$ cat src/rtl/green_sequence_monitor.sv
// Observe-only monitor for the intersection green outputs: records ordered
// green-to-green handovers, conflicting greens, short greens and green onsets.
module green_sequence_monitor #(
    parameter int NUM_CH    = 4,
    parameter int MIN_GREEN = 2,
    parameter int CNT_W     = 16,
    parameter logic [NUM_CH*NUM_CH-1:0] CONFLICT_MASK =
        ~{1'b1, {(NUM_CH-1){{NUM_CH{1'b0}}, 1'b1}}},
    parameter logic [NUM_CH*NUM_CH-1:0] REQ_MASK =
        ~{1'b1, {(NUM_CH-1){{NUM_CH{1'b0}}, 1'b1}}}
) (
    input  logic                       clock,
    input  logic                       reset,
    input  logic [NUM_CH-1:0]          green,
    input  logic                       clear,
    output logic [NUM_CH*NUM_CH-1:0]   pair_seen,
    output logic                       all_pairs_seen,
    output logic                       conflict_now,
    output logic                       conflict,
    output logic [NUM_CH-1:0]          short_green,
    output logic [CNT_W-1:0]           onset_count
);

    localparam int PAIRS = NUM_CH * NUM_CH;
    localparam int RUN_W = $clog2(MIN_GREEN + 1);
    localparam int POP_W = $clog2(NUM_CH + 1);
    localparam int SUM_W = ((CNT_W > POP_W) ? CNT_W : POP_W) + 1;

    localparam logic [RUN_W-1:0] MIN_RUN = RUN_W'(MIN_GREEN);
    localparam logic [CNT_W-1:0] CNT_MAX = {CNT_W{1'b1}};

    logic [NUM_CH-1:0] green_q;
    logic [PAIRS-1:0]  armed;
    logic [RUN_W-1:0]  run_cnt [NUM_CH];

    logic [PAIRS-1:0]  arm_set;
    logic [PAIRS-1:0]  pair_set;
    logic [PAIRS-1:0]  both_green;
    logic [NUM_CH-1:0] onset;
    logic [NUM_CH-1:0] fall_short;
    logic [POP_W-1:0]  onset_pop;
    logic [SUM_W-1:0]  onset_sum;

    // Pair bit i*NUM_CH+j: armed when i is green without j, completed when j
    // is green without i after arming.
    always_comb begin
        // NOTE: every variable gets a default before the loops so no latch is inferred.
        arm_set    = '0;
        pair_set   = '0;
        both_green = '0;
        for (int i = 0; i < NUM_CH; i++) begin
            for (int j = 0; j < NUM_CH; j++) begin
                both_green[i*NUM_CH+j] = green[i] && green[j];
                if (i != j) begin
                    arm_set[i*NUM_CH+j]  = green[i] && !green[j];
                    pair_set[i*NUM_CH+j] = armed[i*NUM_CH+j] && !green[i] && green[j];
                end
            end
        end
    end

    assign onset = green & ~green_q;

    always_comb begin
        onset_pop  = '0;
        fall_short = '0;
        for (int i = 0; i < NUM_CH; i++) begin
            onset_pop     = onset_pop + POP_W'(onset[i]);
            fall_short[i] = green_q[i] && !green[i] && (run_cnt[i] < MIN_RUN);
        end
    end

    // Wide enough that a multi-onset add near the limit cannot wrap.
    assign onset_sum = SUM_W'(onset_count) + SUM_W'(onset_pop);

    assign conflict_now   = |(CONFLICT_MASK & both_green);
    assign all_pairs_seen = ((pair_seen & REQ_MASK) == REQ_MASK);

    always_ff @(posedge clock or negedge reset) begin
        if (!reset) begin
            green_q     <= '0;
            armed       <= '0;
            pair_seen   <= '0;
            conflict    <= 1'b0;
            short_green <= '0;
            onset_count <= '0;
            // NOTE: the run counters are a few flops, not a RAM, so they are reset too.
            for (int i = 0; i < NUM_CH; i++) begin
                run_cnt[i] <= '0;
            end
        end else begin
            // NOTE: non-blocking assignments so every flop samples pre-edge values.
            green_q <= green;
            for (int i = 0; i < NUM_CH; i++) begin
                if (!green[i]) begin
                    run_cnt[i] <= '0;
                end else if (!green_q[i]) begin
                    run_cnt[i] <= RUN_W'(1);
                end else if (run_cnt[i] < MIN_RUN) begin
                    run_cnt[i] <= run_cnt[i] + 1'b1;
                end
            end

            // green_q and run counters keep tracking through clear so a green
            // in progress is neither recounted nor flagged afterwards.
            if (clear) begin
                armed       <= '0;
                pair_seen   <= '0;
                conflict    <= 1'b0;
                short_green <= '0;
                onset_count <= '0;
            end else begin
                armed       <= armed | arm_set;
                pair_seen   <= pair_seen | pair_set;
                short_green <= short_green | fall_short;
                if (conflict_now) begin
                    conflict <= 1'b1;
                end
                if (onset_sum > SUM_W'(CNT_MAX)) begin
                    onset_count <= CNT_MAX;
                end else begin
                    onset_count <= onset_sum[CNT_W-1:0];
                end
            end
        end
    end

endmodule

$ cat config.mk
export PLATFORM = sky130hd
export DESIGN_NAME = green_sequence_monitor
export DESIGN_NICKNAME = d
export VERILOG_FILES = /design/src/rtl/green_sequence_monitor.sv
export SDC_FILE = /design/constraint.sdc
export NUM_CORES = 1
export LEC_CHECK = 0
export CORE_UTILIZATION = 54
export CTS_BUF_LIST = sky130_fd_sc_hd__clkbuf_8
export CTS_CLUSTER_SIZE = 12
export DETAILED_ROUTE_END_ITERATION = 12
export PLACE_DENSITY_LB_ADDON = 0.08
export SYNTH_ARGS = -nofsm -noshare
export SYNTH_HDL_FRONTEND = slang
export SYNTH_SLANG_ARGS = --single-unit
$ cat constraint.sdc
create_clock -name clock -period 3.3 [get_ports clock]
set_input_delay 0.66 -clock clock [delete_from_list [all_inputs] [get_ports clock]]
set_output_delay 0.66 -clock clock [all_outputs]
set_load 0.02 [all_outputs]
==> reports/metrics.cfg, run 1 <==
[drt]
wire_per_inst_um=14.0
dr.pass1.iters=8
drt_iter0_drc=139
avgViaCountPerCell=5.42
drc_errors=2
antenna_left=0
num_vias=1847
wl_um=4770

[clocking]
cts_tree=done
h-tree-depth=3
path_clk_slew_ns=0.07
cts.path.max_buffers=2
cts_buffers=9
root_buffer=clkbuf_8
clkSinkCount=57
post_cts_buffers=0
hold_buffers=0
cts_resized=0
clk_latency_ns=0.34

[synth]
synth_edf_count=0
synth_top_cell_by_area=dfrtp_1
synth_warnings=0
synth_cells=235
avgSynthCellArea_sq_um=10.8
synth_seq_cells=57
seq_area_frac_synth_pct=56.2
synth_top_area_share_pct=56.2
syn_area_sq_mm=0.00254
synthTopCellsByArea=dfrtp_1 (56%), nor2_1 (6.9%), a21oi_1 (4.7%)
yosysUniqueCellTypes=41
async_flop_share_pct=100
synth_flop_cell=dfrtp_1

[floorplanning]
initial_core_util_pct=57.2
io_pins=46
die-area_sq_mm=0.00498
core_sq_mm=0.00444
die_h_um=70.6
die_x_um=70.6
rows=24

[final_layout]
diodes=0
area_delta_synth_final_pct=25.6
final_util_pct=71.8
layout_commonest_cell=dfrtp_1
final_cell_mix=dfrtp_1 (57), nor2_1 (47), clkdlybuf4s50_1 (40)
fin_area_sq_mm=0.00319
fillers=349
layout-drive-gt1-share_pct=11.8
final_cell_count_no_fill=341
nets=295

[grt]
use_met1_pct=30.5
use_met2_pct=33.1
grt_pass1_wl_um=8370
grt_pass1_vias=1828
grt_max_degree=46
antenna_found_initial=0
grt_use_total_pct=21.9
grt_overflow_total=0
top_usage_layer=met2
grt_use_met3_pct=4.84

[timing]
final.period_utilization_pct=91.7
drv_slew=0
whs_ns=0.238
setup_viol=0
clock_skew_ns=0.0107
min_period_ns=3.03
rsz0062_at_grt=no
fmax_mhz=330
hold_violations=0

[placement]
place_area_sq_mm=0.00301
gp_congestion=0.809
post-place-cells=325
port_buffers=41
dp_hpwl_um=3290

[critical_path]
crit_path_start_kind=input pin
worstSetupEndpointType=primary output
critPathKind=input pin to primary output
crit_start=green[0]
crit_arrival_ns=2.37
reg2reg_from=green_q[0]$_DFF_PN0_
worstPathRequired_ns=2.64
cp_max_fo=12
r2r_slack_ns=0.62

[power_and_ir_drop]
ir_worst_vdd_mv=0.349
p_per_area_mw_per_mm2=486
p_leak_nw=1.45

[outcome]
status=finished, violations left
violations=DRC

[flow_run]
maxCapViolCount=0

[min_path]
hp-class=input pin to async pin

==> logic make-up after synthesis <==
| family | count (synthesis) | synth area share [%] |
|---|---|---|
| other | 1 | 0.148 |
| buffers and inverters | 20 | 3.89 |
| adders and majority gates | 5 | 3.25 |
| and+or+nand+nor | 93 | 19.9 |
| AOI/OAI and AO/OA | 46 | 12.2 |
| xor gates and xnor gates | 13 | 4.48 |
| DFF | 57 | 56.2 |
==> power by group <==
part | total [W] | internal (W) | switching, W
Combinational | 0.000208 | 0.0000920 | 0.000116
Sequential | 0.000767 | 0.000737 | 0.0000298
Clock | 0.000575 | 0.000292 | 0.000284
Total | 0.00155 | 0.00112 | 0.000430
==> worst paths after layout <==
path / to / depth (start not counted)
setup / recovery: conflict_now / 5
hold / removal: armed[7]$_DFF_PN0_ / 1
setup reg to reg: onset_count[12]$_DFF_PN0_ / 9
hold reg to reg: run_cnt[2]$_DFFE_PN0P_ / 1
max in group asynchronous: green_q[2]$_DFF_PN0_ / 2
min in group clock: run_cnt[2]$_DFFE_PN0P_ / 1
==> per-stage QoR <==
stage / worst slack [ns] / power (W) / setup TNS [ns]
2_1_floorplan: 0.293 / 0.000902 / 0
3_3_place_gp: 0.00220 / 0.000986 / 0
3_5_place_dp: -0.0518 / 0.000992 / -0.0955
4_1_cts: 0.270 / 0.00157 / 0
5_1_grt: 0.129 / 0.00162 / 0
6_report: 0.274 / 0.00155 / 0
==> state kept, by name (all words and copies together) (netlist names) <==
name         cells
onset_count     16
armed           12
pair_seen       12
run_cnt          8
green_q          4
short_green      4
conflict         1
==> Yosys cell counts (2+ instances only) <==
| cell | instances |
|---|---|
| nand3_1 | 5 |
| nor2_1 | 47 |
| inv_1 | 5 |
| buf_1 | 3 |
| o21a_1 | 2 |
| o211a_1 | 4 |
| buf_4 | 4 |
| dfrtp_1 | 57 |
| nand4_1 | 4 |
| and2_1 | 2 |
| xnor2_1 | 2 |
| fa_1 | 3 |
| nor2b_1 | 13 |
| nor3b_1 | 4 |
| nor3_1 | 3 |
| a21boi_0 | 4 |
| a311oi_1 | 3 |
| a21oi_2 | 2 |
| xor2_1 | 11 |
| nand2b_1 | 4 |
| clkbuf_1 | 6 |
| a21oi_1 | 24 |
| o211ai_1 | 2 |
| nor4_4 | 2 |
| and3_1 | 3 |
==> critical path: stages <==
cell             delay, ns
clkdlybuf4s50_1       0.43
buf_4                 0.19
maj3_1                0.35
o21a_1                0.19
clkdlybuf4s50_1       0.54
==> routing by layer <==
layer | share of wire (%) | wire length [um]
met1 | 48 | 2270
met4 | 2.2 | 104
met5 | 0 | 0
met2 | 46 | 2210
met3 | 3.8 | 183
==> cell type report <==
type / instances / area [sq um] / share of cell area, %
Tap cell: 52 / 65.1 / 2.04
Clock buffer: 10 / 138 / 4.31
Clock inverter: 6 / 43.8 / 1.37
Inverter: 5 / 18.8 / 0.588
Multi-Input combinational cell: 161 / 1030 / 32.2
Sequential cell: 57 / 1430 / 44.7
Timing Repair Buffer: 50 / 473 / 14.8
No activity file was read; power rests on OpenSTA's default activity.
==> inputs of run 2 (changes only) <==
Settings changed: SKIP_LAST_GASP set to 1.
==> results of run 2 <==
The final DEF is identical to that of run 1; final timing and power are the same.
